### src/rtl/uart_defs.sv
// Shared UART definitions: parity modes, receiver FSM states and the
// oversample phases at which the line is sampled. Reused by the transmitter.
package uart_defs;

    typedef enum logic [1:0] {
        ParNone,
        ParEven,
        ParOdd
    } parity_e;

    typedef enum logic [2:0] {
        StIdle,
        StStart,
        StData,
        StPar,
        StStop,
        StWaitIdle
    } state_e;

    // Three samples around the bit centre; the vote is taken on the last one.
    localparam logic [2:0] SamplePh0 = 3'd3;
    localparam logic [2:0] SamplePh1 = 3'd4;
    localparam logic [2:0] SamplePh2 = 3'd5;

    function automatic logic maj3(input logic a, input logic b, input logic c);
        return (a & b) | (a & c) | (b & c);
    endfunction

endpackage

### src/rtl/uart_rx_fifo.sv
// Synchronous first-word-fall-through FIFO. Head word is visible whenever
// the FIFO is non-empty and reads as zero when empty.
module uart_rx_fifo #(
    parameter int unsigned WIDTH = 10,
    parameter int unsigned DEPTH = 4
) (
    input  logic             i_clk,
    input  logic             i_rst,
    input  logic             i_push,
    input  logic [WIDTH-1:0] i_data,
    input  logic             i_pop,
    output logic [WIDTH-1:0] o_data,
    output logic             o_full,
    output logic             o_empty
);

    localparam int unsigned AW = (DEPTH > 1) ? $clog2(DEPTH) : 1;

    logic [AW:0]      r_wr;
    logic [AW:0]      r_rd;
    logic [WIDTH-1:0] r_mem [DEPTH];
    logic             w_wr_en;
    logic             w_rd_en;

    assign o_empty = (r_wr == r_rd);
    assign o_full  = (r_wr[AW] != r_rd[AW]) && (r_wr[AW-1:0] == r_rd[AW-1:0]);

    // A push into a full FIFO is accepted only if the head leaves on the same edge.
    assign w_wr_en = i_push && (!o_full || i_pop);
    assign w_rd_en = i_pop && !o_empty;

    assign o_data = o_empty ? '0 : r_mem[r_rd[AW-1:0]];

    // Pointer update; extra MSB distinguishes full from empty.
    always_ff @(posedge i_clk) begin
        if (i_rst) begin
            r_wr <= '0;
            r_rd <= '0;
        end else begin
            if (w_wr_en) r_wr <= r_wr + 1'b1;
            if (w_rd_en) r_rd <= r_rd + 1'b1;
        end
    end

    // Storage write; contents need no reset since the pointers gate visibility.
    always_ff @(posedge i_clk) begin
        if (w_wr_en) r_mem[r_wr[AW-1:0]] <= i_data;
    end

endmodule

### src/rtl/uart_rx_param.sv
// Parametrised UART receiver: synchroniser, 8x oversample phase counter,
// 2-of-3 majority voter, frame FSM, receive FIFO and sticky overrun flag.
module uart_rx_param
    import uart_defs::*;
#(
    parameter int unsigned DATA_BITS  = 8,
    parameter string       PARITY     = "NONE",
    parameter int unsigned STOP_BITS  = 1,
    parameter int unsigned FIFO_DEPTH = 4
) (
    input  logic                 clk,
    input  logic                 rst,
    input  logic                 bd8_rate,
    input  logic                 rx,
    input  logic                 rx_ack,
    output logic [DATA_BITS-1:0] rx_data,
    output logic                 rx_rdy,
    output logic                 parity_err,
    output logic                 frame_err,
    output logic                 overrun,
    output logic                 busy
);

    localparam parity_e     ParMode   = (PARITY == "EVEN") ? ParEven :
                                        (PARITY == "ODD")  ? ParOdd  : ParNone;
    localparam bit          HasParity = (ParMode != ParNone);
    localparam bit          OddParity = (ParMode == ParOdd);
    localparam int unsigned EntryW    = DATA_BITS + 2;
    localparam logic [3:0]  LastBit   = 4'(DATA_BITS - 1);
    localparam logic        LastStop  = 1'(STOP_BITS - 1);

    state_e               r_state;
    state_e               w_state_nx;
    logic                 r_rx_meta;
    logic                 r_rxs;
    logic [2:0]           r_phase;
    logic [2:0]           w_phase_inc;
    logic                 r_s0;
    logic                 r_s1;
    logic [DATA_BITS-1:0] r_shift;
    logic [3:0]           r_bitcnt;
    logic                 r_stopcnt;
    logic                 r_perr;
    logic                 r_ferr;
    logic                 r_push;
    logic [EntryW-1:0]    r_push_data;
    logic                 r_overrun;
    logic                 w_in_frame;
    logic                 w_decide;
    logic                 w_maj;
    logic                 w_exp_par;
    logic                 w_start_det;
    logic                 w_frame_done;
    logic                 w_pop;
    logic                 w_full;
    logic                 w_empty;
    logic [EntryW-1:0]    w_head;

    // Two-flop synchroniser on the asynchronous line, idling high.
    always_ff @(posedge clk) begin
        if (rst) begin
            r_rx_meta <= 1'b1;
            r_rxs     <= 1'b1;
        end else begin
            r_rx_meta <= rx;
            r_rxs     <= r_rx_meta;
        end
    end

    // The phase seen at a tick is the post-increment value, so the tick that
    // detects the start edge is phase 0 and the bit centre lands on phase 4.
    assign w_phase_inc  = r_phase + 3'd1;
    assign w_in_frame   = (r_state == StStart) || (r_state == StData) ||
                          (r_state == StPar)   || (r_state == StStop);
    assign w_decide     = bd8_rate && w_in_frame && (w_phase_inc == SamplePh2);
    assign w_maj        = maj3(r_s0, r_s1, r_rxs);
    assign w_exp_par    = (^r_shift) ^ OddParity;
    assign w_start_det  = bd8_rate && !r_rxs;
    assign w_frame_done = (r_state == StStop) && w_decide && (r_stopcnt == LastStop);

    // Next-state logic for the frame FSM.
    always_comb begin
        w_state_nx = r_state;
        case (r_state)
            StIdle:     if (w_start_det) w_state_nx = StStart;
            StStart:    if (w_decide) w_state_nx = w_maj ? StIdle : StData;
            StData: begin
                if (w_decide && (r_bitcnt == LastBit)) begin
                    w_state_nx = HasParity ? StPar : StStop;
                end
            end
            StPar:      if (w_decide) w_state_nx = StStop;
            StStop:     if (w_frame_done) w_state_nx = w_maj ? StIdle : StWaitIdle;
            StWaitIdle: if (bd8_rate && r_rxs) w_state_nx = StIdle;
            default:    w_state_nx = StIdle;
        endcase
    end

    // FSM state register.
    always_ff @(posedge clk) begin
        if (rst) r_state <= StIdle;
        else     r_state <= w_state_nx;
    end

    // Phase counter, sample capture, shift register and per-frame error bits.
    always_ff @(posedge clk) begin
        if (rst) begin
            r_phase     <= '0;
            r_s0        <= 1'b1;
            r_s1        <= 1'b1;
            r_shift     <= '0;
            r_bitcnt    <= '0;
            r_stopcnt   <= 1'b0;
            r_perr      <= 1'b0;
            r_ferr      <= 1'b0;
            r_push      <= 1'b0;
            r_push_data <= '0;
        end else begin
            // Push lands one edge after the final stop decision.
            r_push <= w_frame_done;
            if (w_frame_done) r_push_data <= {r_shift, r_perr, r_ferr | ~w_maj};

            if (r_state == StIdle) begin
                if (w_start_det) begin
                    r_phase   <= '0;
                    r_bitcnt  <= '0;
                    r_stopcnt <= 1'b0;
                    r_perr    <= 1'b0;
                    r_ferr    <= 1'b0;
                end
            end else if (bd8_rate && w_in_frame) begin
                r_phase <= w_phase_inc;
                if (w_phase_inc == SamplePh0) r_s0 <= r_rxs;
                if (w_phase_inc == SamplePh1) r_s1 <= r_rxs;
                if (w_decide) begin
                    case (r_state)
                        StData: begin
                            r_shift  <= {w_maj, r_shift[DATA_BITS-1:1]};
                            r_bitcnt <= r_bitcnt + 4'd1;
                        end
                        StPar:   r_perr <= (w_maj != w_exp_par);
                        StStop: begin
                            if (!w_maj) r_ferr <= 1'b1;
                            r_stopcnt <= r_stopcnt + 1'b1;
                        end
                        default: ;
                    endcase
                end
            end
        end
    end

    assign w_pop = rx_ack && !w_empty;

    uart_rx_fifo #(
        .WIDTH (EntryW),
        .DEPTH (FIFO_DEPTH)
    ) u_fifo (
        .i_clk   (clk),
        .i_rst   (rst),
        .i_push  (r_push),
        .i_data  (r_push_data),
        .i_pop   (w_pop),
        .o_data  (w_head),
        .o_full  (w_full),
        .o_empty (w_empty)
    );

    // Sticky overrun: set when a frame is dropped, cleared by the next accepted pop.
    always_ff @(posedge clk) begin
        if (rst)                               r_overrun <= 1'b0;
        else if (r_push && w_full && !w_pop)   r_overrun <= 1'b1;
        else if (w_pop)                        r_overrun <= 1'b0;
    end

    assign rx_data    = w_head[EntryW-1:2];
    assign parity_err = w_head[1];
    assign frame_err  = w_head[0];
    assign rx_rdy     = !w_empty;
    assign overrun    = r_overrun;
    assign busy       = (r_state != StIdle);

endmodule
### config.mk
export PLATFORM = sky130hd
export DESIGN_NAME = uart_rx_param
export DESIGN_NICKNAME = d
export VERILOG_FILES = /design/src/rtl/uart_defs.sv /design/src/rtl/uart_rx_fifo.sv /design/src/rtl/uart_rx_param.sv
export SDC_FILE = /design/constraint.sdc
export NUM_CORES = 1
export LEC_CHECK = 0
export BUFFER_PORTS_ARGS = -buffer_cell sky130_fd_sc_hd__clkbuf_2
export CAP_MARGIN = 15
export CORE_ASPECT_RATIO = 0.7
export CORE_MARGIN = 4
export CORE_UTILIZATION = 50
export CTS_CLUSTER_DIAMETER = 150
export DETAILED_ROUTE_END_ITERATION = 16
export PLACE_DENSITY = 0.67
export SYNTH_ARGS = -nofsm -noshare
export SYNTH_HDL_FRONTEND = slang
export SYNTH_SLANG_ARGS = --single-unit
### constraint.sdc
create_clock -name clk -period 2.2 [get_ports clk]
set_clock_uncertainty 0.05 [all_clocks]
set_input_delay 0.44 -clock clk [delete_from_list [all_inputs] [get_ports clk]]
set_output_delay 0.44 -clock clk [all_outputs]
set_load 0.02 [all_outputs]
==> results of run 1 <==
through the flow:
step / area (um2) / hold WS [ns] / util, % / power (mW)
after global placement: 3970 / 0.349 / 54.5 / 1.94
after global routing: 4400 / 0.209 / 60.4 / 3.36
after CTS: 4330 / 0.200 / 59.4 / 3.26
final: 4400 / 0.217 / 60.4 / 3.23
after detailed placement: 3970 / 0.359 / 54.5 / 1.94
after floorplan: 3740 / 0.339 / - / 1.88
metal layers:
layer	part of all wire, %	vias up	track usage (%)
li1	-	1147	-
met1	51	1117	22.1
met2	45	35	25.9
met3	3.7	2	5.35
met4	0.37	0	2.92
met5	0	-	0
flip-flops by register name, indices dropped and copies added, names as in the netlist, named ones only:
register	cells
u_fifo.r_mem	40
r_push_data	10
r_shift	8
r_bitcnt	4
r_phase	3
r_state	3
u_fifo.r_rd	3
u_fifo.r_wr	3
overrun	1
r_ferr	1
r_perr	1
r_push	1
r_rx_meta	1
r_rxs	1
r_s0	1
r_s1	1
r_stopcnt	1
power breakdown:
group / total, mW / internal [mW] / leakage, nW / switching [mW]
sequential: 1.68 / 1.65 / 0.725 / 0.0275
combinational: 0.226 / 0.0931 / 0.802 / 0.133
clock: 1.33 / 0.766 / 0.119 / 0.562
total: 3.23 / 2.51 / 1.65 / 0.722
timing repair:
| item | CTS | global route |
|---|---|---|
| buffers inserted | 2 | 0 |
| pin swaps | 6 | 3 |
| gates cloned | 1 | 0 |
| resized for setup | 22 | 28 |
| setup endpoints to repair | 11 | 16 |
logic make-up (layout without fill, tap and decap cells):
group	after synthesis	in the layout	synth area share (%)
compound gates	30	30	5.71
xor+xnor	20	20	4.88
fa+ha+maj	11	11	3.64
buf+inv	27	61	3.17
flops	85	85	56.1
mux	33	33	12.5
simple gates	100	100	14.0
worst register-to-register path: cells and delay by family, from the launching register on:
kind,cells,cell delay (ns)
buffers and inverters,1,0.25
flip-flops,1,0.43
AND/OR/NAND/NOR,3,0.36
XOR/XNOR,1,0.25
multiplexers,1,0.22
adder cells (fa/ha/maj),1,0.29
cell usage in the layout (no fill, tap or decap), types with 2 or more instances in the layout:
cell type / instances
clkbuf_8: 9
and2_1: 2
edfxtp_1: 40
nor3b_1: 4
dfxtp_1: 40
xnor2_1: 13
dfxtp_2: 4
nor2_1: 42
a21oi_1: 8
buf_4: 12
a21o_1: 2
o21ai_1: 2
a41oi_1: 2
mux2i_1: 22
or2_2: 3
and2_4: 8
ha_1: 9
a31oi_1: 3
or3_1: 4
mux4_2: 11
buf_6: 4
nand3_1: 11
inv_1: 14
buf_8: 6
bufinv_16: 3
nand3b_1: 2
nand2_1: 6
and3_1: 3
xnor2_2: 2
xor2_1: 3
clkbuf_2: 7
o21ai_0: 4
nand2b_1: 6
worst max-delay path by stage:
stage,endpoint,slack [ns],depth (start not counted)
global route,rx_data[5],-0.02,4
finish,rx_data[0],0.02,4
detailed placement,r_push_data[3],0.18,7
global placement,r_push_data[7],0.28,7
CTS,rx_data[0],-0.008,4
floorplan,r_push_data[3],0.35,7
cell type report:
| cell class | instances | area (um2) | area share [%] |
|---|---|---|---|
| multi-input combinational | 194 | 1580 | 35.9 |
| sequential | 85 | 2110 | 47.9 |
| tap | 98 | 123 | 2.78 |
| clock inverter | 6 | 118 | 2.67 |
| inverter | 14 | 52.6 | 1.19 |
| clock buffer | 10 | 128 | 2.90 |
| timing repair buffer | 31 | 293 | 6.65 |
==> metrics.md, run 1 <==
| Metric | Value |
|---|---|
| Post-DP HPWL | `~4.5 mm` |
| Hold-fix buffers, CTS | `0` |
| Tcrit/Tclk final | `98.9%` |
| Top delay family on crit path | `multiplexers` |
| CP Max Fanout | `5` |
| Gpl congestion | `about 0.86` |
| Relative slew slack | `between 60% and 70%` |
| R2r startpoint | `r_phase[1]` |
| Most numerous cell in the Yosys netlist | `dfxtp_1` |
| WP buf/inv | `2` |
| Crit path cell chain | `buf_8 > mux4_2 > and2_4 > buf_8` |
| Crit-path slowest cell | `mux4_2` |
| Max incr delay on CP | `0.51 ns` |
| Main synth FF type | `dfxtp_1` |
| Clock Sinks | `85` |
| Startpoint types | `register` |
| Ys async rst share | `0%` |
| Residual DRC count | `0` |
| RSZ-0062 raised after global routing | `true` |
| Overflow after GRT | `0` |
| R2r worst-path depth | `7` |
| Routed WL per cell | `around 16 um` |
| Vias in the first global route | `between 2000 and 2500` |
| Area grow syn2layout | `17.6%` |
| Reg-to-reg critical path endpoint | `r_push_data[3]` |
| I/O pin count | `18` |
| Distinct cells, synth | `48` |
| Die area | `8960 um2` |
| Aggregate global-route resource usage | `between 10% and 20%` |
| Row count | `26` |
| Final hold viol count | `0` |
| Crit path DAT | `1.69 ns` |
| Leading area contributor after synthesis | `edfxtp_1` |
| Initial Util | `approximately 51%` |
| WS Path Type | `register to output port` |
| Worst slack, placed | `0.180 ns` |
| Root buffer cell | `clkbuf_8` |
| Vias | `about 2300` |
| Clock-pin slew on the worst setup and hold paths | `0.09 ns` |
| Most frequent cells after synthesis | `45 x dfxtp_1, 42 x nor2_1, 40 x edfxtp_1` |
| Mapped Cells | `between 300 and 400` |
| Final antenna-violating net count | `0` |
| Ant diodes | `0` |
| Period minus WS final | `~2.2 ns` |
| Die Width | `111 um` |
| Area contributors post-synth | `edfxtp_1 32%, dfxtp_1 24%, mux4_2 6.6%, mux2i_1 5.9%, nor2_1 4.2%` |
| Vias per cell | `around 5.3` |
| Global-route wire length before repair | `between 10 and 15 mm` |
| Critical Path Most Common Cell | `buf_8` |
| Worst-Skew Late Latency | `~0.35 ns` |
| Ys Warns | `0` |
| Final setup violation count | `0` |
| CTS Buf Count | `9` |
| CTS tree | `done` |
| Die Ht | `around 80 um` |
| # H-tree levels | `3` |
| Core area | `approximately 7300 um2` |
| Area fraction of the dominant cell type after synthesis | `32.1%` |
| Outcome | `completed` |
| Leakage | `roughly 1.6 nW` |
| Clock tree buffer depth | `2` |
| Pins Over Slew Limit | `0` |
| Netlist Area Pre-Place | `roughly 3700 um2` |
| Synthesized Nets | `~320` |
| VDD IR max | `between 0.4 and 0.5 mV` |
| Worst hold endpoint | `r_rx_meta` |
| DR pass1 iterations | `4` |
| Cell area power density | `about 730 nW/um2` |
| Placed insts | `~420` |
| Initial antenna violation count | `0` |
| WL final | `6.83 mm` |
| DRT iter0 DRCs | `roughly 120` |
| CP Capture Type | `output port` |
| Filler cell count | `approximately 620` |
| Largest net degree at the start of global routing | `23` |
| Synthesis-stage register bit count | `85` |
| Share of cells above drive strength 1 | `around 25%` |
| Post-route setup slack | `roughly 0.025 ns` |
| Mean Syn Cell Area | `~12 um2` |
| Worst min-delay path category | `input pin to register` |
| Final #Nets | `350` |
| Port bufs | `17` |
| Sequential share of the synthesized area | `between 50% and 60%` |
| Hold Path Origin | `rx` |
| Worst endpoint required time | `1.71 ns` |
| Register-to-register setup slack | `around 0.24 ns` |
| Slew @ Worst Pin | `~0.47 ns` |
| Worst Hold Path Cells | `2` |
| Post-synth EDFFs | `40` |
| Setup_tns | `0 ns` |
| Highest Clock Rate | `about 460 MHz` |
| Max Cap Viol | `0` |
| Layout Cells excl Fill | `438` |
(Power assumes the default switching activity.)
==> run 2: changes to the inputs <==
Settings changed: REMOVE_ABC_BUFFERS set to 1.
==> metrics.md, run 2 (synthesis gave the netlist of run 1 again) <==
| Metric | Value |
|---|---|
| Worst endpoint required time | `1.71 ns (about the same)` |
| Clock-pin slew on the worst setup and hold paths | `0.09 ns (about the same)` |
| Final antenna-violating net count | `0 (unchanged)` |
| Worst-Skew Late Latency | `0.34 ns (was 0.35 ns)` |
| Crit path DAT | `1.64 ns (was 1.69 ns)` |
| Root buffer cell | `clkbuf_8 (unchanged)` |
| DRT iter0 DRCs | `165 (was 123)` |
| Final hold slack | `0.237 ns (was 0.217 ns)` |
| Die area | `8960 um2 (unchanged)` |
| Final setup violation count | `0 (unchanged)` |
| Row count | `26 (unchanged)` |
| Post-Place Cell Area | `3960 um2 (was 3970 um2)` |
| Routed WL per cell | `14.7 um (was 15.6 um)` |
| CP Max Fanout | `5 (unchanged)` |
| Post-route setup slack | `0.0731 ns (was 0.0248 ns)` |
| Die Ht | `80.4 um (unchanged)` |
| Largest net degree at the start of global routing | `18 (was 23)` |
| Outcome | `completed (unchanged)` |
| Post-Layout Inst Area | `4300 um2 (was 4400 um2)` |
| I/O pin count | `18 (unchanged)` |
| VDD IR max | `0.369 mV (was 0.445 mV)` |
| Overflow after GRT | `0 (unchanged)` |
| Aggregate global-route resource usage | `15.6% (was 16.3%)` |
| Share of cells above drive strength 1 | `23.4% (was 25.0%)` |
| Commonest non-fill, non-tap cell in the layout | `dfxtp_1 (was nor2_1)` |
| Max Cap Viol | `0 (unchanged)` |
| Core Util, Final | `59.0% (was 60.4%)` |
| Residual DRC count | `0 (unchanged)` |
| Initial Util | `51.4% (unchanged)` |
| Relative slew slack | `62.6% (was 68.4%)` |
| Startpoint types | `register (unchanged)` |
| Max reg flops | `40 (unchanged)` |
| Clock Sinks | `85 (unchanged)` |
| Highest Clock Rate | `470 MHz (was 460 MHz)` |
| Setup_tns | `0 ns (unchanged)` |
| Core area | `7290 um2 (unchanged)` |
| Vias per cell | `5.25 (about the same)` |
| CTS tree | `done (unchanged)` |
| RSZ-0062 raised after global routing | `true (unchanged)` |
| Ant diodes | `0 (unchanged)` |
| Area grow syn2layout | `14.7% (was 17.6%)` |
| Leakage | `1.61 nW (was 1.65 nW)` |
| WL final | `6.42 mm (was 6.83 mm)` |
| # H-tree levels | `3 (unchanged)` |
| CP Capture Type | `output port (unchanged)` |
| Tcrit/Tclk final | `96.7% (was 98.9%)` |
| Vias in the first global route | `2198 (was 2272)` |
| Initial antenna violation count | `0 (unchanged)` |
| Worst slack, placed | `0.187 ns (was 0.180 ns)` |
| Cell area power density | `702 nW/um2 (was 734 nW/um2)` |
| Gpl congestion | `0.831 (was 0.857)` |
| Most frequent cells in the layout | `43 x dfxtp_1, 42 x nor2_1, 40 x edfxtp_1 (was 42 x nor2_1, 40 x dfxtp_1, 40 x edfxtp_1)` |
| Pins Over Slew Limit | `0 (unchanged)` |
| Port bufs | `17 (unchanged)` |
| CTS Buf Count | `9 (unchanged)` |
| Final hold viol count | `0 (unchanged)` |
| Vias | `2291 (was 2301)` |
| Period minus WS final | `2.13 ns (was 2.18 ns)` |
| Clock tree buffer depth | `2 (unchanged)` |
| DR pass1 iterations | `4 (unchanged)` |
| Final #Nets | `348 (was 350)` |
| Global-route wire length before repair | `10.9 mm (was 11.4 mm)` |
| Hold-fix buffers, CTS | `0 (unchanged)` |
| Post-DP HPWL | `4.49 mm (was 4.54 mm)` |
| WS Path Type | `register to output port (unchanged)` |
| Slew @ Worst Pin | `0.560 ns (was 0.474 ns)` |
| Die Width | `111 um (unchanged)` |
| Worst min-delay path category | `input pin to register (unchanged)` |
[run 2: changes by cell type in the layout (fill, tap and decap cells not counted), moves of 3 or more]
cell | previous run | this run
buf_8 | 6 | 2
buf_6 | 4 | 8
dfxtp_2 | 4 | 1
dfxtp_1 | 40 | 43
[run 2: power breakdown]
part	internal [mW]	total (mW)	leakage (nW)	switching, mW
Combinational	0.0901	0.220	0.779	0.130
Sequential	1.65	1.69	0.723	0.0349
Clock	0.543	1.11	0.104	0.567
[run 2: path summary, 6_finish.rpt]
| path | start | end | slack (ns) | depth (start not counted) |
|---|---|---|---|---|
| setup reg to reg | r_phase[1] | r_push_data[8] | 0.20 | 7 |
| hold reg to reg | r_rx_meta | r_rxs | 0.36 | 1 |
| hold / removal | rx | r_rx_meta | 0.24 | 2 |
| setup / recovery | register | parity_err | 0.07 | 4 |
[run 2: layer usage]
| layer | global-route usage (%) | wire length [um] | vias up |
|---|---|---|---|
| met4 | 4.01 | 43 | 0 |
| li1 | - | - | 1147 |
| met1 | 22.0 | 3240 | 1098 |
| met5 | 0 | 0 | - |
| met2 | 23.9 | 2890 | 39 |
| met3 | 4.14 | 248 | 7 |
[run 2: cell type report]
cell class              instances  area (um2)
fillers                       599        2990
clock buffers                   9         124
multi-input cells             194        1570
well taps                      98         123
inverters                      14        52.6
repair buffers                 29         243
clock inverters                 7        80.1
flip-flops and latches         85        2110
[run 2: timing repair]
| action | CTS | global route |
|---|---|---|
| gates resized for setup | 4 | 42 |
| endpoints found under the setup margin | 10 | 19 |
| gates cloned | 1 | 0 |
| buffers inserted | 1 | 0 |
| pin swaps | 1 | 4 |
[run 2: critical path, stage by stage (launching register included)]
cell and delay (ns):
dfxtp_4 0.38, buf_8 0.13, mux4_2 0.51, and2_4 0.16, buf_6 0.12
[run 2: per-stage QoR]
| stage | cells | total power [mW] |
|---|---|---|
| 2_1_floorplan | 293 | 1.86 |
| 6_report | 436 | 3.02 |
| 5_1_grt | 436 | 3.16 |
| 3_5_place_dp | 418 | 1.94 |
| 4_1_cts | 436 | 3.05 |
| 3_3_place_gp | 418 | 1.94 |
